### config.mk
export PLATFORM = sky130hd
export DESIGN_NAME = mem_arbiter
export DESIGN_NICKNAME = d
export VERILOG_FILES = /design/src/rtl/core_pkg.sv /design/src/rtl/mem_tag_queue.sv /design/src/rtl/mem_arbiter.sv
export SDC_FILE = /design/constraint.sdc
export NUM_CORES = 1
export LEC_CHECK = 0
export CORE_AREA = 2 2 121 123
export DETAILED_ROUTE_END_ITERATION = 7
export DIE_AREA = 0 0 123 125
export DONT_BUFFER_PORTS = 1
export PLACE_DENSITY_LB_ADDON = 0.08
export SYNTH_ARGS = -nofsm -noshare
export SYNTH_HDL_FRONTEND = slang
export SYNTH_SLANG_ARGS = --single-unit
### constraint.sdc
create_clock -name clk_i -period 2.2 [get_ports clk_i]
set_clock_uncertainty 0.2 [all_clocks]
set_input_delay 0.11 -clock clk_i [delete_from_list [all_inputs] [get_ports clk_i]]
set_output_delay 0.11 -clock clk_i [all_outputs]
set_load 0.005 [all_outputs]
### src/rtl/core_pkg.sv
// rtl/core_pkg.sv - shared types and constants for the memory arbiter
package core_pkg;

  typedef enum logic {SrcInst = 1'b0, SrcData = 1'b1} mem_src_e;

  localparam int Ilen     = 32;
  localparam int MemMaskW = Ilen / 8;

endpackage

### src/rtl/mem_tag_queue.sv
// rtl/mem_tag_queue.sv - circular queue of request source tags
module mem_tag_queue #(
  parameter int Width     = 1,
  parameter int DepthLog2 = 2
) (
  input  logic             clk,
  input  logic             rst_n,
  input  logic             push,
  input  logic [Width-1:0] push_data,
  input  logic             pop,
  output logic [Width-1:0] head,
  output logic             full,
  output logic             empty
);

  localparam int Depth = 2 ** DepthLog2;

  logic [Width-1:0]     mem_q [Depth];
  logic [DepthLog2-1:0] wr_q;
  logic [DepthLog2-1:0] rd_q;
  logic [DepthLog2:0]   cnt_q;
  logic                 do_push;
  logic                 do_pop;

  assign full    = (cnt_q == (DepthLog2 + 1)'(Depth));
  assign empty   = (cnt_q == '0);
  assign head    = mem_q[rd_q];
  // A push against a full queue is dropped even if a pop frees a slot this cycle.
  assign do_push = push && !full;
  assign do_pop  = pop && !empty;

  always_ff @(posedge clk or negedge rst_n) begin
    if (!rst_n) begin
      wr_q  <= '0;
      rd_q  <= '0;
      cnt_q <= '0;
      for (int i = 0; i < Depth; i++) mem_q[i] <= '0;
    end else begin
      if (do_push) begin
        mem_q[wr_q] <= push_data;
        wr_q        <= wr_q + 1'b1;
      end
      if (do_pop) rd_q <= rd_q + 1'b1;
      if (do_push && !do_pop)      cnt_q <= cnt_q + 1'b1;
      else if (!do_push && do_pop) cnt_q <= cnt_q - 1'b1;
    end
  end

endmodule

### src/rtl/mem_arbiter.sv
// rtl/mem_arbiter.sv - merges instruction and data request ports onto one memory bus
module mem_arbiter
  import core_pkg::*;
#(
  parameter int Xlen      = 32,
  parameter int Ilen      = 32,
  parameter int DepthLog2 = 2
) (
  input  logic              clk_i,
  input  logic              rst_ni,
  input  logic              inst_valid_i,
  output logic              inst_ready_o,
  input  logic [Xlen-1:0]   inst_addr_i,
  input  logic [Ilen-1:0]   inst_wdata_i,
  input  logic [Ilen/8-1:0] inst_wmask_i,
  output logic [Ilen-1:0]   inst_rdata_o,
  output logic              inst_rvalid_o,
  input  logic              data_valid_i,
  output logic              data_ready_o,
  input  logic [Xlen-1:0]   data_addr_i,
  input  logic [Ilen-1:0]   data_wdata_i,
  input  logic [Ilen/8-1:0] data_wmask_i,
  output logic [Ilen-1:0]   data_rdata_o,
  output logic              data_rvalid_o,
  input  logic              mem_ready_i,
  output logic              mem_valid_o,
  output logic [Xlen-1:0]   mem_addr_o,
  output logic [Ilen-1:0]   mem_wdata_o,
  output logic [Ilen/8-1:0] mem_wmask_o,
  input  logic [Ilen-1:0]   mem_rdata_i,
  input  logic              mem_rvalid_i
);

  mem_src_e grant;
  mem_src_e last_grant_q;
  mem_src_e lock_src_q;
  mem_src_e head;
  logic     head_raw;
  logic     lock_q;
  logic     err_q;
  logic     full;
  logic     empty;
  logic     req_valid;
  logic     accept;
  logic     pop;

  always_comb begin
    grant = SrcInst;
    if (lock_q)                          grant = lock_src_q;
    else if (inst_valid_i && data_valid_i) grant = (last_grant_q == SrcInst) ? SrcData : SrcInst;
    else if (data_valid_i)               grant = SrcData;
  end

  assign req_valid   = (inst_valid_i || data_valid_i) && !full;
  assign accept      = req_valid && mem_ready_i;
  assign mem_valid_o = rst_ni && req_valid;
  assign inst_ready_o = rst_ni && mem_ready_i && !full && (grant == SrcInst);
  assign data_ready_o = rst_ni && mem_ready_i && !full && (grant == SrcData);

  assign mem_addr_o  = (grant == SrcData) ? data_addr_i  : inst_addr_i;
  assign mem_wdata_o = (grant == SrcData) ? data_wdata_i : inst_wdata_i;
  assign mem_wmask_o = (grant == SrcData) ? data_wmask_i : inst_wmask_i;

  assign head          = mem_src_e'(head_raw);
  assign pop           = mem_rvalid_i && !empty;
  assign inst_rdata_o  = mem_rdata_i;
  assign data_rdata_o  = mem_rdata_i;
  assign inst_rvalid_o = rst_ni && pop && (head == SrcInst);
  assign data_rvalid_o = rst_ni && pop && (head == SrcData);

  mem_tag_queue #(
    .Width     (1),
    .DepthLog2 (DepthLog2)
  ) u_queue (
    .clk       (clk_i),
    .rst_n     (rst_ni),
    .push      (accept),
    .push_data (grant),
    .pop       (pop),
    .head      (head_raw),
    .full      (full),
    .empty     (empty)
  );

  // Hold the grant across a memory stall so the presented request never changes.
  always_ff @(posedge clk_i or negedge rst_ni) begin
    if (!rst_ni) begin
      lock_q       <= 1'b0;
      lock_src_q   <= SrcInst;
      last_grant_q <= SrcInst;
      err_q        <= 1'b0;
    end else begin
      if (req_valid && !mem_ready_i) begin
        lock_q     <= 1'b1;
        lock_src_q <= grant;
      end else if (accept) begin
        lock_q <= 1'b0;
      end
      if (accept) last_grant_q <= grant;
      if (mem_rvalid_i && empty) err_q <= 1'b1;
    end
  end

  always @(posedge clk_i) begin
    if (rst_ni) begin
      assert (!(mem_rvalid_i && empty))
        else $warning("mem_arbiter: response with no outstanding request");
    end
  end

endmodule

==> results of run 1 <==
per-layer routing:
metal  global-route usage (%)  vias up  share of wire [%]
li1                         -      538                  -
met1                     10.2      594                 36
met2                     14.1      135                 48
met3                     5.06       11                 15
met4                     1.94        0                1.3
met5                        0        -                  0
cell families after synthesis:
| family | Yosys count | share of synthesized area (%) |
|---|---|---|
| buf+inv | 81 | 27.8 |
| mux | 73 | 40.4 |
| flops | 14 | 16.9 |
| compound gates | 13 | 4.66 |
| simple gates | 13 | 3.63 |
| xor+xnor | 6 | 2.54 |
| fa+ha+maj | 6 | 4.00 |
critical path: stages (launching register included):
cell and delay [ps]:
dfrtp_1 420, or3b_4 390, and3_4 170, ha_4 160, inv_2 40, fa_1 400
mux2_4 270
cell usage after synthesis, drive strengths merged, types with 3 or more instances:
cell type  instances
a31oi              5
a41oi              5
and3               3
buf               74
dfrtp             14
ha                 5
inv                6
mux2              70
nor2               4
xnor2              3
xor2               3
how the worst min path moves through the flow:
stage | startpoint | depth (start not counted) | endpoint | slack (ps)
5_1_grt | mem_rdata_i[29] | 0 | data_rdata_o[29] | 20
4_1_cts | mem_rdata_i[18] | 0 | data_rdata_o[18] | 20
3_3_place_gp | rst_ni | 0 | u_queue.cnt_q[0]$_DFFE_PN0P_ | -380
3_5_place_dp | rst_ni | 0 | u_queue.cnt_q[1]$_DFFE_PN0P_ | -380
2_1_floorplan | rst_ni | 0 | last_grant_q$_DFFE_PN0P_ | -390
6_report | mem_rdata_i[12] | 0 | data_rdata_o[12] | 20
power by group through the flow:
stage               Combinational (µW)  Sequential, µW  Clock, µW
CTS                               1750             504        394
global route                      1930             519        402
global placement                  1660             498          0
finish                            1770             503        383
floorplan                         1400             474          0
detailed placement                1710             509          0
cell type report:
class / count / area [µm²] / area share [%]
clock buffers: 4 / 88.8 / 4.48
well taps: 184 / 230 / 11.6
flip-flops and latches: 14 / 350 / 17.7
repair buffers: 12 / 120 / 6.05
inverters: 6 / 22.5 / 1.13
multi-input cells: 111 / 1170 / 59.1
per-stage QoR:
stage / std cells / TNS, ps / worst slack (ps) / power, µW
floorplan: 206 / -40.6 / -40.6 / 1880
global placement: 321 / 0 / 89.5 / 2160
detailed placement: 321 / 0 / 44.6 / 2220
CTS: 328 / 0 / 34.1 / 2650
global route: 331 / -4.69 / -4.69 / 2850
finish: 331 / 0 / 40.6 / 2650
registers in the layout, indices dropped and copies added (netlist names):
signal and count:
lock_q 1, u_queue.rd_q 2, u_queue.cnt_q 3, u_queue.wr_q 2, lock_src_q 1, last_grant_q 1, u_queue.mem_q 4
what timing repair did:
action	in CTS	in global routing
hold endpoints to repair	19	0
gates resized for setup	0	3
pin swaps	0	3
hold buffers	2	0
setup buffers	1	3
setup endpoints to repair	13	2
==> summary.md, run 1 <==
| Metric | Value |
|---|---|
| Vias in the first global route | 1426 |
| Most common cell after layout, fill and taps aside | mux2_2 |
| Crit Reg-Reg Startpoint | u_queue.cnt_q[1]$_DFFE_PN0P_ |
| Sw Pwr | 1070 µW |
| Combinational share of power | between 60% and 70% |
| Initial antenna violation count | 0 |
| Crit path launch type | register |
| Seq/Total Area, Yosys | 16.9% |
| Type of the worst setup path | reg -> reg |
| Outcome | finished, final reports clean |
| Fmax | roughly 460 MHz |
| Final min period | between 2000 and 2500 ps |
| Pwr Density | between 1000 and 1500 nW/µm² |
| Crit. End Element | register |
| Post-synthesis cell count | around 210 |
| Util after Layout | between 10 and 15% |
| Post-synth top area share | between 30% and 40% |
| CTS tree | done |
| Placer congestion estimate | ~0.73 |
| Worst-Margin Slew | ~680 ps |
| Yosys top cell by area | mux2_2 |
| Net Count, Synth | approximately 390 |
| Starting DRT DRC Count | 37 |
| DRT Pass-1 Iters | 4 |
| Switching share of total power | 40.5% |
| Deepest clock path buffer count | 2 |
| Worst VDD drop | 0.401 mV |
| TritonCTS buffer count | 3 |
| Die width | ~120 µm |
| IO Count | between 300 and 400 |
| Worst Path Max Fanout | 4 |
| Final HPWL DP | around 6700 µm |
| Initial Util | between 10% and 20% |
| Worst-Skew Late Latency | between 200 and 250 ps |
| Register share of total power | 19.0% |
| Worst EP required | approximately 2100 ps |
| Clk pwr share | about 14% |
| Clock root buffer | clkbuf_16 |
| Area after DPL | 1840 µm² |
| Synth top area cells | mux2_2 35%, buf_4 25%, dfrtp_1 17%, ha_1 3.0%, mux2_1 2.2% |
| Pint | 1580 µW |
| Commonest cells after routing, fill and taps aside | 64 x mux2_2, 14 x dfrtp_1, 8 x buf_4, 5 x a31oi_1, 5 x a41oi_1 |
| Reg-to-Reg End | u_queue.cnt_q[1]$_DFFE_PN0P_ |
| Slew HR | 54.7% |
| Routed len/inst | 23.1 µm |
| R2R Setup Slk | 40 ps |
| HP Class | in -> out |
| Post-synth EDFFs | 0 |
| Final net count | 328 |
| Post-Syn Area | between 2000 and 2500 µm² |
| Share of layout cells above drive strength 1 | 59.9% |
| Final WL | around 7600 µm |
| Clock input transition at the sequential cells of the worst setup and hold paths | 50 ps |
| Critical Path Source | u_queue.cnt_q[1]$_DFFE_PN0P_ |
| Die H | 125 µm |
| Final Cycle Share | a little over nine tenths |
| Row cnt | 44 |
| Ant. Diodes | 0 |
| H-tree depth | 1 |
| Post-layout instance area | between 1500 and 2000 µm² |
| Ys async rst share | 100% |
| Synthesis Warnings | 0 |
| Leakage | approximately 0.0007 µW |
| Layout overhead on the synthesized area | -4.00% |
| Setup crit end | u_queue.cnt_q[1]$_DFFE_PN0P_ |
| WHS | around 20 ps |
| CP arrival | 2090 ps |
| Max Slew Vio Count | 0 |
| Post-synthesis register bit count | 14 |
| Synth cell types | 28 |
| Routed vias/inst | between 3 and 4 |
| Top_reg_cell synth | dfrtp_1 |
| Number of max-cap violations | 0 |
| Final Hold Viols | 0 |
| Via count | roughly 1300 |
| GRT Residual Overflow | 0 |
| Gr usage total | ~8.8% |
| RSZ-0062 raised after global routing | true |
| Drt drc | 0 |
| Total Die Area | about 15000 µm² |
| R2r worst-path depth | 6 |
| Sink Count | 14 |
| Largest net degree at the start of global routing | 35 |
| CORE AREA | about 14000 µm² |
| Post-DRT Antenna Nets | 0 |
| First-pass GRT wire length | between 9000 and 10000 µm |
| I/O Buffers | 0 |
| Final setup viols | 0 |
| Layout fillers | 1583 |
| Syn_area_per_cell | about 10 µm² |
(Power assumes the default switching activity.)
==> inputs of run 2 (changes only) <==
--- a/config.mk
+++ b/config.mk
@@ -9,6 +9,7 @@
 export DETAILED_ROUTE_END_ITERATION = 7
 export DIE_AREA = 0 0 123 125
 export DONT_BUFFER_PORTS = 1
+export GPL_TIMING_DRIVEN = 0
 export PLACE_DENSITY_LB_ADDON = 0.08
 export SYNTH_ARGS = -nofsm -noshare
 export SYNTH_HDL_FRONTEND = slang
==> constraint.sdc (replaced) <==
create_clock -name clk_i -period 2.3 [get_ports clk_i]
set_clock_uncertainty 0.2 [all_clocks]
set_input_delay 0.115 -clock clk_i [delete_from_list [all_inputs] [get_ports clk_i]]
set_output_delay 0.115 -clock clk_i [all_outputs]
set_load 0.005 [all_outputs]
==> summary.md, run 2 (synthesis results as in run 1) <==
| Metric | Value |
|---|---|
| Outcome | finished, final reports clean |
| Commonest cells after routing, fill and taps aside | 73 x buf_4, 65 x mux2_2, 13 x dfrtp_1, 6 x inv_1 |
| IO Count | 311 (unchanged) |
| Final net count | 396 (+21%) |
| GRT Residual Overflow | 0 (unchanged) |
| Pwr Density | 1050 nW/µm² (-22%) |
| Fmax | 446 MHz (-3.7%) |
| Final WL | 8650 µm (+13%) |
| Ant. Diodes | 0 (unchanged) |
| Crit-path leading delay family | simple AND/OR/NAND/NOR gates |
| Final min period | 2240 ps (+82.3 ps) |
| Final setup viols | 0 (unchanged) |
| H-tree depth | 1 (unchanged) |
| Layout fillers | 1593 (+0.63%) |
| Crit-path max cell delay | 410 ps (about the same) |
| Worst Path Buf+Inv | 1 (unchanged) |
| Gr usage total | 9.89% (+1.1 points) |
| Post-DRT Antenna Nets | 0 (unchanged) |
| TritonCTS buffer count | 3 (unchanged) |
| Deepest clock path buffer count | 2 (unchanged) |
| Initial antenna violation count | 0 (unchanged) |
| Placer congestion estimate | 0.669 (-8.8%) |
| First-pass GRT wire length | 10800 µm (+8.8%) |
| Die H | 125 µm (unchanged) |
| Routed len/inst | 21.7 µm (-5.9%) |
| Leakage | 0.00102 µW (+41%) |
| CP arrival | 2160 ps (+70 ps) |
| CTS tree | done |
| Final worst setup slack | 58.3 ps (+17.7 ps) |
| Row cnt | 44 (unchanged) |
| Via count | 1515 (+19%) |
| HP Class | in -> reg |
| Total Die Area | 15400 µm² (unchanged) |
| Placement Setup Slack | -134 ps (-179 ps) |
| Final Cycle Share | 97.5% (-0.69 points) |
| Worst EP required | 2220 ps (+90 ps) |
| Largest Register | u_queue.mem_q |
| Vias in the first global route | 1487 (+4.3%) |
| Largest net degree at the start of global routing | 15 (-57%) |
| Share of layout cells above drive strength 1 | 71.5% (+12 points) |
| Crit path launch type | register |
| Clock root buffer | clkbuf_16 |
| Sink Count | 14 (unchanged) |
| Die width | 123 µm (unchanged) |
| Routed vias/inst | 3.81 (-1.4%) |
| Most common cell after layout, fill and taps aside | buf_4 |
| CORE AREA | 14200 µm² (unchanged) |
| DRT Pass-1 Iters | 3 (-1) |
| Max Slew Vio Count | 0 (unchanged) |
| Total power | 2540 µW (-4.1%) |
| Drt drc | 0 (unchanged) |
| Max FFs per register | 4 (unchanged) |
| Top flop regs | u_queue.mem_q (4), u_queue.cnt_q (3) |
| CP Cell Sequence | or3b_4, and3_4, ha_4, inv_1, fa_1, mux2_2 |
| Final HPWL DP | 7610 µm (+14%) |
| Initial Util | 14.6% (unchanged) |
| Number of max-cap violations | 0 (unchanged) |
| Worst Path Max Fanout | 9 (+5) |
| Worst-Margin Slew | 735 ps (+57.5 ps) |
| Type of the worst setup path | reg -> reg |
| Layout overhead on the synthesized area | 17.7% |
| Final Hold Viols | 0 (unchanged) |
| Worst VDD drop | 0.221 mV (-45%) |
| Slew HR | 50.8% (-3.8 points) |
| Crit. End Element | register |
| I/O Buffers | 0 (unchanged) |
| Clock input transition at the sequential cells of the worst setup and hold paths | 50 ps (about the same) |
| Slowest CP cell | or3b_4 |
| Worst-Skew Late Latency | 240 ps (about the same) |
| RSZ-0062 raised after global routing | false |
| Starting DRT DRC Count | 23 (-38%) |
-- run 2: cell count changes in the layout (fill, tap and decap cells not counted), moves of 2 or more --
cell	delta
buf_4	+65
buf_2	+3
buf_12	-2
inv_1	+2
inv_2	-2
-- run 2: worst register-to-register path, cell delays in order (launching register included) --
cell and delay [ps]:
dfrtp_2 400, or3b_4 410, and3_4 220, ha_4 180, inv_1 60, fa_1 400
mux2_2 260
-- run 2: report_power, final --
group / leakage [µW] / switching [µW] / total (µW) / internal, µW
clock network: 0.0000370 / 96.3 / 324 / 227
registers: 0.000159 / 90.0 / 467 / 377
logic: 0.000820 / 849 / 1750 / 903
total: 0.00102 / 1040 / 2540 / 1510
-- run 2: repair_timing --
action,CTS,global route
hold buffers,2,0
setup endpoints to repair,35,4
buffers inserted,3,1
resized for setup,4,1
pin swaps,0,2
hold endpoints to repair,19,0
-- run 2: stage by stage --
stage               utilization, %  setup TNS (ps)  instances  hold WS (ps)  instance area, µm²
floorplan                        -               0        206          -381                2070
global placement              16.2            -139        390          -380                2300
detailed placement            16.2            -134        390          -380                2300
CTS                           17.1               0        397          12.5                2420
global route                  17.1               0        398          51.0                2430
finish                        17.1               0        398          27.6                2430
-- run 2: cell type report --
type                       count  area, µm²  share of cell area (%)
timing repair buffer           6       50.0                    2.06
inverter                       6       22.5                   0.925
clock buffer                   3       75.1                    3.08
tap                          184        230                    9.46
sequential                    14        352                    14.4
multi-input combinational    111       1160                    47.7
buffer                        74        544                    22.4
-- run 2: path summary, 6_finish.rpt --
check / cells after the start / slack, ps / startpoint / endpoint
max: 6 / 60 / u_queue.cnt_q[0]$_DFFE_PN0P_ / u_queue.cnt_q[1]$_DFFE_PN0P_
min: 2 / 30 / mem_ready_i / lock_q$_DFFE_PN0P_
max reg2reg: 6 / 60 / u_queue.cnt_q[0]$_DFFE_PN0P_ / u_queue.cnt_q[1]$_DFFE_PN0P_
min reg2reg: 1 / 280 / u_queue.rd_q[1]$_DFFE_PN0P_ / u_queue.rd_q[1]$_DFFE_PN0P_
max in group asynchronous: 1 / 1210 / rst_ni / u_queue.cnt_q[0]$_DFFE_PN0P_
min in group asynchronous: 1 / 180 / rst_ni / u_queue.wr_q[0]$_DFFE_PN0P_
-- run 2: metal layers --
metal | vias up | share of wire [%] | global-route usage, %
met5 | - | 0 | 0
met4 | 0 | 0.39 | 1.40
met3 | 4 | 12 | 3.92
met2 | 130 | 48 | 16.2
met1 | 709 | 39 | 12.5
li1 | 672 | - | -
==> inputs of run 3 (changes only) <==
--- a/config.mk
+++ b/config.mk
@@ -5,12 +5,13 @@
 export SDC_FILE = /design/constraint.sdc
 export NUM_CORES = 1
 export LEC_CHECK = 0
-export CORE_AREA = 2 2 121 123
+export CORE_AREA = 2 2 119 121
 export DETAILED_ROUTE_END_ITERATION = 7
-export DIE_AREA = 0 0 123 125
+export DIE_AREA = 0 0 121 123
 export DONT_BUFFER_PORTS = 1
 export GPL_TIMING_DRIVEN = 0
 export PLACE_DENSITY_LB_ADDON = 0.08
 export SYNTH_ARGS = -nofsm -noshare
 export SYNTH_HDL_FRONTEND = slang
+export SYNTH_HIERARCHICAL = 1
 export SYNTH_SLANG_ARGS = --single-unit
==> summary.md, run 3 <==
| Metric | Value |
|---|---|
| Final WL | 7750 µm (-10%) |
| H-tree depth | 1 (unchanged) |
| Ys async rst share | 100% (unchanged) |
| Worst VDD drop | 0.389 mV (+76%) |
| HP Class | in -> reg |
| Max Slew Vio Count | 0 (unchanged) |
| Post-Syn Area | 2130 µm² (+3.0%) |
| Slew HR | 53.2% (+2.3 points) |
| Deepest clock path buffer count | 2 (unchanged) |
| Placer congestion estimate | 0.798 (+19%) |
| Initial Util | 15.6% (+1.1 points) |
| Synth top area cells | mux2_2 37%, buf_4 23%, dfrtp_1 16%, buf_6 4.2%, ha_1 2.9% |
| Worst-Margin Slew | 700 ps (-34.7 ps) |
| Clock input transition at the sequential cells of the worst setup and hold paths | 50 ps (about the same) |
| IO Count | 311 (unchanged) |
| Syn_area_per_cell | 9.90 µm² (-1.3%) |
| Most common cell after layout, fill and taps aside | buf_4 |
| Layout overhead on the synthesized area | 24.3% |
| Die width | 121 µm (-1.6%) |
| Final net count | 418 (+5.6%) |
| Worst EP required | 2230 ps (about the same) |
| Ant. Diodes | 0 (unchanged) |
| Synthesis Warnings | 6 (+6) |
| Starting DRT DRC Count | 54 (+130%) |
| Switching share of total power | 39.7% (-1.0 points) |
| Yosys top cell by area | mux2_2 |
| CTS tree | done |
| Slowest CP cell | fa_2 |
| Worst Path Max Fanout | 2 (-7) |
| Most frequent cell after synthesis | mux2_2 |
| Crit-path max cell delay | 430 ps (+20 ps) |
| Number of max-cap violations | 0 (unchanged) |
| Number of placed cells counting well taps | 395 (+1.3%) |
| Largest net degree at the start of global routing | 15 (unchanged) |
| Top_reg_cell synth | dfrtp_1 |
| Failing checks | setup timing |
| CORE AREA | 13600 µm² (-4.2%) |
| Post-synthesis cell count | 215 (+4.4%) |
| Pwr Density | 1120 nW/µm² (+6.9%) |
| Crit path launch type | register |
| Crit. End Element | register |
| Routed vias/inst | 3.78 (-0.65%) |
| I/O Buffers | 0 (unchanged) |
| Worst-Skew Late Latency | 250 ps (about the same) |
| Finished Layout Cells | 417 (+4.8%) |
| Final worst setup slack | -9.36 ps (-67.7 ps) |
| Sw Pwr | 1170 µW (+13%) |
| Final Hold Viols | 0 (unchanged) |
| Total Die Area | 14900 µm² (-3.2%) |
| Final HPWL DP | 6740 µm (-11%) |
| Layout fillers | 1522 (-4.5%) |
| CP arrival | 2240 ps (+80 ps) |
| Drt drc | 0 (unchanged) |
| Initial antenna violation count | 0 (unchanged) |
| Post-synthesis register bit count | 14 (unchanged) |
| Routed len/inst | 18.6 µm (-15%) |
| Clock root buffer | clkbuf_16 |
| GRT Residual Overflow | 0 (unchanged) |
| Synth cell types | 27 (-3.6%) |
| DRT Pass-1 Iters | 4 (+1) |
| TritonCTS buffer count | 3 (unchanged) |
| Gr usage total | 8.64% (-1.3 points) |
| Vias in the first global route | 1480 (-0.47%) |
| Post-synth top area share | 37.0% (+1.6 points) |
| Seq/Total Area, Yosys | 16.5% (-0.50 points) |
| Clk pwr share | 11.5% (-1.2 points) |
| Largest Register | u_queue/mem_q |
| Combinational share of power | 72.2% (+3.3 points) |
| Net Count, Synth | 395 (+2.3%) |
| Max FFs per register | 4 (unchanged) |
| Type of the worst setup path | reg -> reg |
| RSZ-0062 raised after global routing | true |
| Post-synth EDFFs | 0 (unchanged) |
| Sink Count | 14 (unchanged) |
| Final setup viols | 1 (+1) |
| Row cnt | 43 (-2.3%) |
| Post-DRT Antenna Nets | 0 (unchanged) |
| First-pass GRT wire length | 9400 µm (-13%) |
| Top flop regs | u_queue/mem_q (4), u_queue/cnt_q (3) |
| Leakage | 0.00114 µW (+12%) |
| Register share of total power | 16.3% (-2.1 points) |
| Via count | 1577 (+4.1%) |
| WHS | 36.2 ps (+8.63 ps) |
| Commonest cells after routing, fill and taps aside | 80 x buf_4, 69 x mux2_2, 12 x dfrtp_1, 11 x nand2_1, 7 x buf_6 |
| Final min period | 2310 ps (+67.7 ps) |
| Outcome | complete, but fails checks |
| CP Cell Sequence | nor3b_4, o21ba_4, nand2_4, inv_6, nand2b_4, inv_4, ha_4, inv_2, fa_2, mux2_4 |
| Share of layout cells above drive strength 1 | 74.7% (+3.2 points) |
| Synth cell count leaders | 70 x mux2_2, 64 x buf_4, 14 x dfrtp_1 |
| Final Cycle Share | 100% (+2.9 points) |
| Fmax | 433 MHz (-2.9%) |
| Pint | 1780 µW (+18%) |
| Die H | 123 µm (-1.6%) |
==> run 3: changes by cell type after synthesis, sizes merged, moves of 3 or more <==
cell / change
a31oi: -4
a41oi: -5
nand2: +10
o21ai: +8
nor3: +3
==> run 3: critical path: cells and delay by family, from the launching register on <==
family          cells  cell delay, ps
simple gates        3             390
mux                 1             270
buf+inv             3             130
fa+ha+maj           2             580
flops               1             420
compound gates      1             200
==> run 3: timing repair <==
item	in CTS	in global routing
pin swaps	6	8
hold buffers	2	0
hold endpoints to repair	19	0
setup endpoints to repair	2	9
buffers inserted	12	5
gates resized for setup	8	1
==> run 3: routing by layer <==
metal	GRT usage, %	vias up	part of all wire (%)	routed length, µm
met2	16.3	115	55	4270
met4	0.654	0	0.10	8
li1	-	706	-	-
met5	0	-	0	0
met1	10.4	754	38	2950
met3	1.80	2	6.7	521
==> run 3: path summary, 6_finish.rpt <==
kind                                               from                            to  slack, ps  depth (start not counted)
hold / removal                             inst_valid_i        lock_src_q$_DFFE_PN0P_         40                          3
setup / recovery           u_queue/cnt_q[1]$_DFFE_PN0P_  u_queue/cnt_q[1]$_DFFE_PN0P_         -9                         10
min in group asynchronous                        rst_ni  u_queue/cnt_q[1]$_DFFE_PN0P_        160                          1
hold reg to reg            u_queue/mem_q[0]$_DFFE_PN0P_  u_queue/mem_q[0]$_DFFE_PN0P_        300                          2
max in group asynchronous                        rst_ni  u_queue/cnt_q[0]$_DFFE_PN0P_       1260                          1
setup reg to reg           u_queue/cnt_q[1]$_DFFE_PN0P_  u_queue/cnt_q[1]$_DFFE_PN0P_         -9                         10
==> run 3: cells by family after synthesis <==
group,Yosys count,share of synthesized area (%)
adder cells (fa/ha/maj),6,3.88
AND/OR/NAND/NOR,25,6.17
buffers and inverters,79,28.0
flip-flops,14,16.5
AO/OA/AOI/OAI,13,4.23
multiplexers,72,38.8
XOR/XNOR,6,2.47
==> run 3: area by class of cell <==
| cell class | instances | area [µm²] | area share, % |
|---|---|---|---|
| Timing Repair Buffer | 19 | 160 | 6.05 |
| Sequential cell | 14 | 353 | 13.3 |
| Inverter | 7 | 33.8 | 1.28 |
| Clock buffer | 4 | 78.8 | 2.98 |
| Multi-Input combinational cell | 122 | 1240 | 46.7 |
| Buffer | 71 | 559 | 21.1 |
| Tap cell | 180 | 225 | 8.51 |
==> run 3: through the flow <==
| stage | area, µm² | total power (µW) | util (%) | setup WS, ps | TNS (ps) |
|---|---|---|---|---|---|
| 2_1_floorplan | 2160 | 2010 | - | -140 | -237 |
| 3_3_place_gp | 2380 | 2420 | 17.5 | -439 | -769 |
| 3_5_place_dp | 2380 | 2420 | 17.5 | -436 | -743 |
| 4_1_cts | 2610 | 2960 | 19.1 | -92.4 | -136 |
| 5_1_grt | 2650 | 3160 | 19.4 | -90.2 | -163 |
| 6_report | 2650 | 2960 | 19.4 | -9.36 | -9.36 |
==> run 3: power by group through the flow <==
stage	Sequential [µW]	Combinational (µW)	Clock [µW]
floorplan	470	1540	0
global placement	508	1910	0
detailed placement	509	1910	0
CTS	485	2120	353
global route	501	2290	364
finish	482	2130	340
